### src/rtl/eq_band_mixer.sv
// Five-band EQ recombination: weights each band by a double-buffered
// Q3.12 gain on one shared multiplier, then rounds and saturates to 16 bits.
// Ports: clk, rst_n, band_valid, band0..4_in, gain_we/addr/wdata,
//        y_out, y_valid, busy, overrun.
module eq_band_mixer #(
  parameter int N_BAND    = 5,
  parameter int GAIN_FRAC = 12,
  parameter int ACC_W     = 35
) (
  input  logic        clk,
  input  logic        rst_n,
  input  logic        band_valid,
  input  logic [15:0] band0_in,
  input  logic [15:0] band1_in,
  input  logic [15:0] band2_in,
  input  logic [15:0] band3_in,
  input  logic [15:0] band4_in,
  input  logic        gain_we,
  input  logic [2:0]  gain_addr,
  input  logic [15:0] gain_wdata,
  output logic [15:0] y_out,
  output logic        y_valid,
  output logic        busy,
  output logic        overrun
);

  typedef enum logic [1:0] {
    IDLE,
    MAC,
    OUT
  } state_t;

  localparam logic signed [ACC_W-1:0] HALF =
    ACC_W'(1) << (GAIN_FRAC - 1);
  localparam logic signed [ACC_W-1:0] MAXV = ACC_W'(32767);
  localparam logic signed [ACC_W-1:0] MINV = -ACC_W'(32768);
  localparam logic [15:0] UNITY = 16'(1) << GAIN_FRAC;

  state_t state, state_nx;

  logic [2:0]               idx;
  logic                     last;
  logic signed [15:0]       band_in [N_BAND];
  logic signed [15:0]       band_q  [N_BAND];
  logic signed [15:0]       shadow  [N_BAND];
  logic signed [15:0]       active  [N_BAND];
  logic signed [15:0]       b_sel;
  logic signed [15:0]       g_sel;
  logic signed [31:0]       prod;
  logic signed [ACC_W-1:0]  prod_x;
  logic signed [ACC_W-1:0]  acc;
  logic signed [ACC_W-1:0]  rnd;
  logic signed [ACC_W-1:0]  shr;
  logic signed [15:0]       sat;

  assign band_in[0] = band0_in;
  assign band_in[1] = band1_in;
  assign band_in[2] = band2_in;
  assign band_in[3] = band3_in;
  assign band_in[4] = band4_in;

  always_comb begin
    b_sel = '0;
    g_sel = '0;
    for (int i = 0; i < N_BAND; i++) begin
      if (idx == 3'(i)) begin
        b_sel = band_q[i];
        g_sel = active[i];
      end
    end
  end

  assign prod   = b_sel * g_sel;
  assign prod_x = $signed({{(ACC_W-32){prod[31]}}, prod});
  assign last   = (idx == 3'(N_BAND - 1));

  // Round half up, then arithmetic shift back to sample scale.
  assign rnd = acc + HALF;
  assign shr = rnd >>> GAIN_FRAC;

  always_comb begin
    if (shr > MAXV)      sat = 16'sh7fff;
    else if (shr < MINV) sat = 16'sh8000;
    else                 sat = shr[15:0];
  end

  assign busy = (state != IDLE);

  always_ff @(posedge clk or negedge rst_n) begin
    if (!rst_n) state <= IDLE;
    else        state <= state_nx;
  end

  always_comb begin
    state_nx = state;
    unique case (state)
      IDLE:    if (band_valid) state_nx = MAC;
      MAC:     if (last)       state_nx = OUT;
      OUT:     state_nx = IDLE;
      default: state_nx = IDLE;
    endcase
  end

  always_ff @(posedge clk or negedge rst_n) begin
    if (!rst_n) begin
      idx     <= '0;
      acc     <= '0;
      y_out   <= '0;
      y_valid <= 1'b0;
      overrun <= 1'b0;
      for (int i = 0; i < N_BAND; i++) begin
        band_q[i] <= '0;
        shadow[i] <= UNITY;
        active[i] <= UNITY;
      end
    end else begin
      y_valid <= 1'b0;
      for (int i = 0; i < N_BAND; i++) begin
        if (gain_we && gain_addr == 3'(i))
          shadow[i] <= gain_wdata;
      end
      if (state != IDLE && band_valid)
        overrun <= 1'b1;
      unique case (state)
        IDLE: begin
          if (band_valid) begin
            acc <= '0;
            idx <= '0;
            for (int i = 0; i < N_BAND; i++) begin
              band_q[i] <= band_in[i];
              // Same-edge write goes straight into the new frame.
              if (gain_we && gain_addr == 3'(i))
                active[i] <= gain_wdata;
              else
                active[i] <= shadow[i];
            end
          end
        end
        MAC: begin
          acc <= acc + prod_x;
          idx <= idx + 3'd1;
        end
        OUT: begin
          y_out   <= sat;
          y_valid <= 1'b1;
        end
        default: ;
      endcase
    end
  end

endmodule

### config.mk
export PLATFORM = sky130hd
export DESIGN_NAME = eq_band_mixer
export DESIGN_NICKNAME = d
export VERILOG_FILES = /design/src/rtl/eq_band_mixer.sv
export SDC_FILE = /design/constraint.sdc
export NUM_CORES = 1
export LEC_CHECK = 0
export CAP_MARGIN = 20
export CORE_ASPECT_RATIO = 0.75
export CORE_UTILIZATION = 50
export DETAILED_ROUTE_END_ITERATION = 10
export PLACE_DENSITY = 0.7
export SLEW_MARGIN = 30
export SYNTH_ARGS = -nofsm -noshare
export SYNTH_HDL_FRONTEND = slang
export SYNTH_SLANG_ARGS = --single-unit
### constraint.sdc
create_clock -name clk -period 8.3 [get_ports clk]
set_input_delay 0.83 -clock clk [delete_from_list [all_inputs] [get_ports clk]]
set_output_delay 0.83 -clock clk [all_outputs]
set_load 0.05 [all_outputs]
==> flow_summary.json, run 1 <==
{
  "critical-path-slowest-cell": "fa_1",
  "finalWirelength_mm": 64.9,
  "fmax_mhz": 125,
  "reg2reg_depth": 28,
  "synth_warnings": 0,
  "h-tree-depth": 1,
  "grt_pass1_wl_mm": 106,
  "fp.dieH_um": 192,
  "num_rows": 69,
  "die_w_um": 255,
  "drive_gt1_share_pct": 9.43,
  "drc": 0,
  "antenna_found_initial": 0,
  "synthFlopType": "dfrtp_1",
  "crit_arrival_ns": 8.45,
  "core_region_area_sq_um": 47400,
  "final_common_cell": "nand2_1",
  "gp_congestion": 0.966,
  "min_path_type": "in -> async",
  "cp.required_ns": 8.76,
  "rr_startpoint": "idx[0]",
  "r2r_setup_slack_ns": 0.31,
  "synthArstFlopShare_pct": 100,
  "post_layout_nonfiller_instances": 3376,
  "via_count": 18402,
  "antenna_cells": 0,
  "crit_path_start": "idx[0]",
  "synth.yosys.seq_area_share_pct": 31.1,
  "max_cap_viol_count": 0,
  "cpPeakStageDelay_ns": 0.56,
  "synth_cell_type_count": 70,
  "syn_inst": 2584,
  "crit_fanout": 21,
  "grt_pass1_vias": 19409,
  "final_cell_mix": "nand2_1, inv_1, fa_1",
  "grt_use_total_pct": 28.1,
  "initial_core_util_pct": 50.7,
  "cts_buffers": 31,
  "synth_area_sq_um": 24000,
  "syn_avg_cell_area_sq_um": 9.30,
  "routedWlPerCell_um": 19.2,
  "worst_r2r_endpoint": "acc[31]",
  "endpoint_kind": "flip-flop",
  "grt-ovfl-total": 0,
  "fin_worst_skew_ns": 0.0212,
  "dieArea_sq_um": 49000,
  "pin_count": 122,
  "drt_pass1_iterations": 7,
  "final_util_pct": 57.8,
  "io_buffers": 121,
  "start_kind": "flip-flop",
  "dpl.hpwl_mm": 49.9,
  "clk_pin_slew_ns": 0.06,
  "synth_edf_count": 0,
  "finalCritPeriodShare_pct": 96.3,
  "cp_common_cell": "fa_1",
  "area_delta_synth_final_pct": 14.0,
  "vias_per_cell": 5.45,
  "critical_path_class": "reg -> reg",
  "grt_max_degree": 163,
  "cts_root_buf": "clkbuf_16",
  "cts.path.max_buffers": 3,
  "outcome": "complete, no violations",
  "drt_iter0_drc": 1621,
  "tns_ns": 0,
  "final_hold_viol_count": 0,
  "tritoncts": "yes",
  "setup_viol_count_final": 0,
  "placed_cells": 3316,
  "clock_sinks": 298,
  "yosys_register_bits": 298,
  "worst_slew_margin_rel_pct": 29.9,
  "ant_nets": 0,
  "clk_latency_ns": 0.59,
  "drv_slew": 0,
  "final.min_clock_period_ns": 7.99,
  "tightest_slew_ns": 1.05,
  "fin_nets": 3237,
  "syn_nets": 3107
}
## final cells by class
cell class / instances / area [sq um]
Clock buffer: 41 / 843
Clock inverter: 15 / 128
Fill cell: 4087 / 20000
Inverter: 373 / 1400
Multi-Input combinational cell: 1811 / 14900
Sequential cell: 298 / 7470
Tap cell: 639 / 800
Timing Repair Buffer: 199 / 1920
## cells by family after synthesis
family | Yosys count | synth area share (%)
muxes | 84 | 3.92
adders and majority gates | 420 | 31.5
DFF | 298 | 31.1
AOI/OAI and AO/OA | 263 | 7.33
xor gates and xnor gates | 48 | 1.75
buffers and inverters | 475 | 7.54
and+or+nand+nor | 996 | 16.8
## per-stage QoR
step / setup WS (ns) / hold WS (ns) / instance area (sq um)
finish: 0.311 / 0.164 / 27400
global route: -0.00724 / 0.178 / 27400
CTS: 0.230 / 0.156 / 27300
detailed placement: 0.255 / 0.447 / 26400
global placement: 0.407 / 0.444 / 26300
floorplan: 0.676 / 0.439 / 24000
## synthesized netlist by cell type, types with 5 or more instances
cell type,instances,share of area [%]
nand2_1,650,10
inv_1,373,5.8
fa_1,310,26
dfrtp_1,288,30
nor2_1,205,3.2
ha_1,110,5.7
clkbuf_1,86,1.3
mux2_2,81,3.8
a21oi_1,68,1.4
o21ai_0,44,0.92
nand3_1,40,0.83
a221oi_1,34,1.2
nor3_1,34,0.71
a21o_1,28,0.87
xnor2_1,28,1.0
o21ai_1,25,0.52
xor2_1,20,0.73
and2_1,16,0.42
o22a_1,14,0.51
buf_1,10,0.16
dfstp_2,10,1.1
nand2b_1,9,0.23
o311ai_0,8,0.29
a211oi_1,5,0.16
and3_1,5,0.13
nand4_1,5,0.13
nor2b_1,5,0.13
o21a_1,5,0.16
## worst max-delay path, delay by kind of cell (launching register included)
| kind | cells | cell delay, ns |
|---|---|---|
| AOI/OAI and AO/OA | 9 | 2.54 |
| adders and majority gates | 8 | 3.68 |
| buffers and inverters | 7 | 0.60 |
| DFF | 1 | 0.41 |
| and+or+nand+nor | 4 | 0.61 |
## registers in the layout, summed over array words and instances, names as in the netlist
register / count
overrun: 1
idx: 3
shadow: 80
y_valid: 1
band_q: 80
active: 80
y_out: 16
acc: 35
state: 2
## metal layers
| metal | share of wire (%) | up-vias | routed length, um | track usage, % |
|---|---|---|---|---|
| met3 | 9.0 | 83 | 5840 | 6.99 |
| met2 | 44 | 681 | 28400 | 42.4 |
| li1 | - | 8332 | - | - |
| met5 | 0.10 | - | 68 | 1.02 |
| met4 | 1.8 | 2 | 1200 | 5.71 |
| met1 | 45 | 9304 | 29400 | 41.1 |
## repair_timing
item / in CTS / in global routing
hold buffers: 0 / 0
endpoints found under the hold margin: 0 / 0
resized for setup: 0 / 9
setup endpoints to repair: 0 / 6
buffers inserted: 0 / 3
## worst max path at each step
stage,to,slack (ns),cells past startpoint
6_report,acc[31],0.31,28
5_1_grt,acc[31],-0.007,29
2_1_floorplan,acc[23],0.68,27
3_3_place_gp,acc[34],0.41,26
4_1_cts,acc[31],0.23,27
3_5_place_dp,acc[31],0.25,27
Power of run 1 is not shown: default switching activity piles up to over one toggle a cycle in this logic, so the estimate is an artifact.
==> run 2: changes to the inputs <==
- SETUP_SLACK_MARGIN: default -> 0.3
==> run 2 against run 1 <==
  * Via count up 0.93%
  * Register-to-register slack better by 0.19 ns
  * Clock skew about the same
  * Critical path depth down 2
  * Cell count rose by 0.89%
  * Wire length is 1.3% higher
  * Hold slack barely moved
  * Sequential share of layout area is 0.62 points lower
  * Highest routed layer unchanged
==> flow_summary.json, run 2 (synthesis gave the netlist of run 1 again) <==
{
  "outcome": "complete, no violations",
  "pin_count": 122,
  "fin_nets": 3267,
  "cp.required_ns": 8.76,
  "via_count": 18574,
  "grt_max_degree": 163,
  "final_cell_mix": "nand2_1, inv_1, fa_1",
  "clock_sinks": 298,
  "antenna_found_initial": 0,
  "drv_slew": 0,
  "gp_congestion": 0.966,
  "tritoncts": "yes",
  "drive_gt1_share_pct": 12.6,
  "grt_use_total_pct": 28.2,
  "fp.dieH_um": 192,
  "final_common_cell": "nand2_1",
  "grt_pass1_vias": 19421,
  "drt_iter0_drc": 1715,
  "fmax_mhz": 128,
  "final.min_clock_period_ns": 7.80,
  "routedWlPerCell_um": 19.3,
  "crit_arrival_ns": 8.26,
  "tightest_slew_ns": 0.991,
  "grt_pass1_wl_mm": 106,
  "h-tree-depth": 1,
  "cts.path.max_buffers": 3,
  "area_delta_synth_final_pct": 16.7,
  "start_kind": "flip-flop",
  "holdBufCountCts": 0,
  "drt_pass1_iterations": 6,
  "worst_slew_margin_rel_pct": 33.9,
  "clk_pin_slew_ns": 0.06,
  "ant_nets": 0,
  "rsz0062_at_grt": "false",
  "setup_viol_count_final": 0,
  "clk_latency_ns": 0.59,
  "dpl.hpwl_mm": 49.9,
  "dieArea_sq_um": 49000,
  "num_rows": 69,
  "hold_ws_ns": 0.164,
  "vias_per_cell": 5.45,
  "critical_path_class": "reg -> reg",
  "grt-ovfl-total": 0,
  "tns_ns": 0,
  "finalWirelength_mm": 65.8,
  "endpoint_kind": "flip-flop",
  "cts_root_buf": "clkbuf_16",
  "die_w_um": 255,
  "cts_buffers": 31,
  "fin_worst_skew_ns": 0.0208,
  "finalCritPeriodShare_pct": 93.9,
  "final_hold_viol_count": 0,
  "max_cap_viol_count": 0,
  "antenna_cells": 0,
  "io_buffers": 121,
  "reg_top3": "active (80), band_q (80), shadow (80)",
  "drc": 0,
  "core_region_area_sq_um": 47400,
  "crit_fanout": 21,
  "min_path_type": "in -> async",
  "initial_core_util_pct": 50.7
}
-- run 2: cell types whose count changed in the layout (fill, tap and decap cells not counted), sizes merged --
cell and change:
clkbuf +1, buf +29
-- run 2: critical path: stages, from the launching register on --
cell and delay (ns):
dfrtp_1 0.42, buf_4 0.15, ha_2 0.20, nor3b_4 0.19, buf_4 0.16, buf_12 0.17
a221oi_1 0.10, o31a_1 0.34, o21a_4 0.25, or2_2 0.34, fa_1 0.59, inv_1 0.08
fa_2 0.62, buf_6 0.16, fa_1 0.45, fa_1 0.50, fa_1 0.48, inv_1 0.06
fa_1 0.47, inv_1 0.07, ha_4 0.30, nand3_2 0.13, o41a_1 0.55, a211oi_2 0.32
o21ai_1 0.11, a21o_1 0.19, a32o_1 0.26
-- run 2: cell type report --
class                           instances  area (sq um)
Clock buffer                           41           843
Timing Repair Buffer                  229          2190
Tap cell                              639           800
Sequential cell                       298          7470
Inverter                              373          1400
Clock inverter                         15           128
Multi-Input combinational cell       1811         15200
Fill cell                            3991         19300
-- run 2: routing by layer --
metal	vias to the layer above	part of all wire, %	GRT usage [%]
li1	8395	-	-
met1	9380	45	41.1
met2	711	44	42.4
met3	86	9.4	7.05
met4	2	1.9	5.80
met5	-	0.10	1.02
-- run 2: repair_timing --
item | in CTS | in global routing
resized for setup | 2 | 101
buffers inserted | 0 | 32
endpoints found under the setup margin | 2 | 13
gates cloned | 0 | 1
pin swaps | 0 | 22
-- run 2: worst paths after layout --
path | endpoint | slack (ns) | cells past startpoint | start
min in group clk | overrun | 0.46 | 1 | overrun
worst min register to register | overrun | 0.46 | 1 | overrun
worst max register to register | acc[31] | 0.50 | 26 | idx[0]
worst max-delay path | acc[31] | 0.50 | 26 | idx[0]
max in group asynchronous | idx[2] | 6.83 | 3 | rst_n
worst min-delay path | y_out[5] | 0.16 | 1 | rst_n
-- run 2: per-stage QoR --
stage / area [sq um] / util, % / instances / setup WS, ns
after detailed placement: 26400 / 55.6 / 3316 / 0.255
after floorplan: 24000 / - / 2584 / 0.676
after global placement: 26300 / 55.5 / 3314 / 0.407
after global routing: 28100 / 59.2 / 3406 / 0.223
final: 28100 / 59.2 / 3406 / 0.503
after CTS: 27300 / 57.7 / 3372 / 0.331
Power of run 2 is left out for the same reason.
==> run 3: changes to the inputs <==
- MAX_ROUTING_LAYER: default -> met4
==> run 3 against run 2 <==
  * Count of clock-buffer cells in the layout rose by 5
  * Sequential share of layout area barely moved
  * Maximum frequency rose by 0.76%
  * First-iteration DRC count fell by 6.6%
  * Critical path depth rose by 4
  * Highest routed layer is now met4
==> flow_summary.json, run 3 (synthesis gave the netlist of run 1 again) <==
{
  "rsz0062_at_grt": "false",
  "grt-ovfl-total": 0,
  "initial_core_util_pct": 50.7,
  "reg2reg_depth": 30,
  "critical_path_class": "reg -> reg",
  "grt_pass1_wl_mm": 106,
  "io_buffers": 121,
  "tritoncts": "yes",
  "via_count": 18580,
  "start_kind": "flip-flop",
  "setup_viol_count_final": 0,
  "final_common_cell": "nand2_1",
  "hold_ws_ns": 0.118,
  "final.min_clock_period_ns": 7.74,
  "clk_pin_slew_ns": 0.08,
  "cp_num_buf_inv": 8,
  "drc": 0,
  "finalCritPeriodShare_pct": 93.2,
  "fin_nets": 3267,
  "dpl.hpwl_mm": 49.4,
  "grt_max_degree": 175,
  "routedWlPerCell_um": 19.4,
  "tns_ns": 0,
  "h-tree-depth": 1,
  "cp.required_ns": 8.79,
  "core_region_area_sq_um": 47400,
  "fin_worst_skew_ns": 0.0258,
  "drt_pass1_iterations": 5,
  "worst_slew_margin_rel_pct": 44.9,
  "num_rows": 69,
  "grt.busiest_layer": "met2",
  "fp.dieH_um": 192,
  "antenna_found_initial": 0,
  "finalWirelength_mm": 66.0,
  "met1_usage_pct": 40.5,
  "die_w_um": 255,
  "critPathTopFamily": "adder cells",
  "grt_use_met2_pct": 42.8,
  "vias_per_cell": 5.46,
  "endpoint_kind": "flip-flop",
  "area_delta_synth_final_pct": 16.8,
  "drv_slew": 0,
  "cpPeakStageDelay_ns": 0.55,
  "pin_count": 122,
  "crit_arrival_ns": 8.23,
  "grt_use_total_pct": 28.9,
  "final_cell_mix": "nand2_1, inv_1, fa_1",
  "crit_fanout": 9,
  "holdBufCountCts": 0,
  "cp_common_cell": "fa_1",
  "drive_gt1_share_pct": 12.4,
  "antenna_cells": 0,
  "gp_congestion": 0.996,
  "cts.path.max_buffers": 3,
  "dieArea_sq_um": 49000,
  "max_cap_viol_count": 0,
  "use_met3_pct": 6.72,
  "min_path_type": "in -> async",
  "ant_nets": 0,
  "final_hold_viol_count": 0,
  "outcome": "complete, no violations",
  "grt_pass1_vias": 19475,
  "tightest_slew_ns": 0.823,
  "clock_sinks": 298,
  "clk_latency_ns": 0.59,
  "cts_root_buf": "clkbuf_16",
  "reg_top3": "active (80), band_q (80), shadow (80)",
  "cts_buffers": 31,
  "critical-path-slowest-cell": "fa_1",
  "cp.depth": 30,
  "drt_iter0_drc": 1602,
  "fmax_mhz": 129
}
==> run 3: what timing repair did <==
item / 4_1_cts / 5_1_grt
cloned: 0 / 2
pin swaps: 0 / 15
endpoints found under the setup margin: 7 / 16
hold endpoints to repair: 0 / 0
setup buffers: 4 / 30
gates resized for setup: 4 / 94
==> run 3: metrics by stage <==
step                utilization (%)  cell area (sq um)  std cells  worst slack, ns
global placement               55.4              26300       3310            0.336
floorplan                         -              24000       2584            0.676
finish                         59.2              28100       3405            0.562
detailed placement             55.5              26300       3311            0.214
global route                   59.2              28100       3405            0.203
CTS                            57.6              27300       3370            0.279
==> run 3: final timing paths <==
path / startpoint / endpoint / slack, ns
min: rst_n / acc[13] / 0.12
max in group asynchronous: rst_n / band_q[74] / 6.44
min in group clk: active[60] / active[60] / 0.46
min reg2reg: active[60] / active[60] / 0.46
max reg2reg: idx[1] / acc[31] / 0.56
max: idx[1] / acc[31] / 0.56
==> run 3: cell type report <==
class | instances | area [sq um]
clock inverter | 9 | 126
timing repair buffer | 229 | 2230
tap | 639 | 800
clock buffer | 46 | 862
fill | 4045 | 19300
sequential | 298 | 7470
inverter | 373 | 1400
multi-input combinational | 1811 | 15200
==> run 3: metal layers <==
| layer | up-vias | part of all wire [%] |
|---|---|---|
| li1 | 8391 | - |
| met1 | 9419 | 45 |
| met2 | 661 | 44 |
| met3 | 109 | 8.7 |
| met4 | 0 | 2.2 |
| met5 | - | 0 |
Power of run 3 is left out for the same reason.
==> edit, RTL diff (flow settings as in run 1) <==
Put one more register stage on the output `y_valid`, cleared by the reset. The value now appears one clock later. The other outputs are not delayed to match.
--- a/src/rtl/eq_band_mixer.sv
+++ b/src/rtl/eq_band_mixer.sv
@@ -36,4 +36,6 @@
   localparam logic signed [ACC_W-1:0] MINV = -ACC_W'(32768);
   localparam logic [15:0] UNITY = 16'(1) << GAIN_FRAC;
+
+  logic y_valid_s0;
 
   state_t state, state_nx;
@@ -107,5 +109,5 @@
       acc     <= '0;
       y_out   <= '0;
-      y_valid <= 1'b0;
+      y_valid_s0 <= 1'b0;
       overrun <= 1'b0;
       for (int i = 0; i < N_BAND; i++) begin
@@ -115,5 +117,5 @@
       end
     end else begin
-      y_valid <= 1'b0;
+      y_valid_s0 <= 1'b0;
       for (int i = 0; i < N_BAND; i++) begin
         if (gain_we && gain_addr == 3'(i))
@@ -143,5 +145,5 @@
         OUT: begin
           y_out   <= sat;
-          y_valid <= 1'b1;
+          y_valid_s0 <= 1'b1;
         end
         default: ;
@@ -150,4 +152,12 @@
   end
 
+  always_ff @(posedge clk or negedge rst_n) begin
+    if (!rst_n) begin
+      y_valid <= '0;
+    end else begin
+      y_valid <= y_valid_s0;
+    end
+  end
+
 endmodule
 
Function: no difference found for any inputs over 4 cycles, from zero or initial values and one cycle with rst_n low; that may be too few to reach the edited logic, so the function may still have changed.
==> edit against run 1 <==
- setup slack improved by 23 ps
- sequential cell count increased by 1
- final area increased by 0.81%
- wire length decreased by 4.4%
- cell count increased by 0.50%
- area after synthesis increased by 0.37%
- core utilization increased by 0.36 points
- critical path type unchanged
- largest cell class unchanged
- highest routed layer is now met4
Power is left out: the tool's default activity adds up to more than one toggle a clock period on the data nets, which glitch-free logic cannot reach.
==> edit: results (changes against run 1) <==
final_layout:
  drive_gt1_share_pct: 9.731  # +0.30 points
  num_antenna_cells: 0  # unchanged
  instances_no_fill: 3393  # +0.50%
setup_path:
  worstPathArrival_ps: 8440  # about the same
  regToRegSetupSlack_ps: 330  # +20 ps
  timing_worst_setup_path_type: "flip-flop to flip-flop"
  cp_slowest_cell: "fa_1"
  rr_worst_depth: 29  # +3.6%
  r2r_end: "acc[33]"
  max_stage_delay_ps: 520  # -40 ps
  path_max_fanout: 25  # +19%
synth:
  ys_top_cells_by_area: "dfrtp_1, fa_1, nand2_1, inv_1, ha_1"
  yosysSeqAreaShare_pct: 31.07  # about the same
  synth_common_cells: "nand2_1, inv_1, fa_1"
  netlist-cell-type-count: 61  # -13%
  syn_inst: 2605  # +0.81%
  yosys_most_used_dff: "dfrtp_1"
  syn_nets: 3128  # +0.68%
route:
  drt_wl_total_um: 62060  # -4.4%
  wl_met2_um: 27970  # -1.5%
  highest_layer: "met4"
  drtIter0Drc: 1908  # +18%
  drt-pass1-iter-count: 8  # +1
  wl_met1_um: 27770  # -5.5%
  vias_per_cell: 5.440  # -0.20%
  wl_met3_um: 4970  # -15%
placed_design:
  pre_cts_ws_ps: 136.0  # -119.0 ps
  dp.cells: 3332  # +0.48%
  dpl.hpwl_um: 47360  # -5.1%
  gp_congestion: 0.9411  # -2.6%
  place_area_um2: 26360  # about the same
global_routing:
  grt_pass1_wl_um: 103600  # -2.3%
  use_met3_pct: 4.764  # -2.2 points
  gr-usage-met1_pct: 38.62  # -2.5 points
  grt_max_degree: 172  # +5.5%
  first_global_vias: 19560  # +0.78%
  gr-usage-all-layers_pct: 26.87  # -1.3 points
  use_met2_pct: 42.10  # -0.32 points
clocking:
  clockBufferDepth: 3  # unchanged
  cts_setup_buffers: 0  # unchanged
  cts_buffers: 34  # +9.7%
  clkLatencyLatePin_ps: 560  # -30 ps
  htree_levels: 2  # +1
sta:
  skew_ps: 23.05  # +1.826 ps
  post-route-min-period_ps: 7966  # -23.06 ps
  slew-limit-headroom_pct: 44.55  # +15 points
  whs_ps: 257.2  # +93.34 ps
outcome:
  status: "finished, final reports clean"
run:
  cap_viol_max_count: 0  # unchanged
==> edit: cells by family (layout without fill, tap and decap cells) <==
group / after synthesis / count (layout) / synth area share (%)
AOI/OAI and AO/OA: 263 / 263 / 7.188
xor gates and xnor gates: 48 / 48 / 1.743
adders and majority gates: 420 / 420 / 31.43
buffers and inverters: 478 / 627 / 7.582
DFF: 299 / 299 / 31.07
muxes: 83 / 83 / 3.859
and+or+nand+nor: 1014 / 1014 / 17.14
==> edit: final cells by class <==
cell class                 instances  area (µm²)
fill                            4094       19850
tap                              639       799.5
inverter                         374        1404
multi-input combinational       1828       14950
clock buffer                      42       900.9
clock inverter                    18       249.0
timing repair buffer             193        1833
sequential                       299        7495
==> edit: critical path: cells and delay by family, from the launching register on <==
| kind | cells | cell delay, ps |
|---|---|---|
| adders and majority gates | 8 | 3450 |
| AOI/OAI and AO/OA | 8 | 1900 |
| and+or+nand+nor | 7 | 1330 |
| buffers and inverters | 6 | 760 |
| DFF | 1 | 420 |
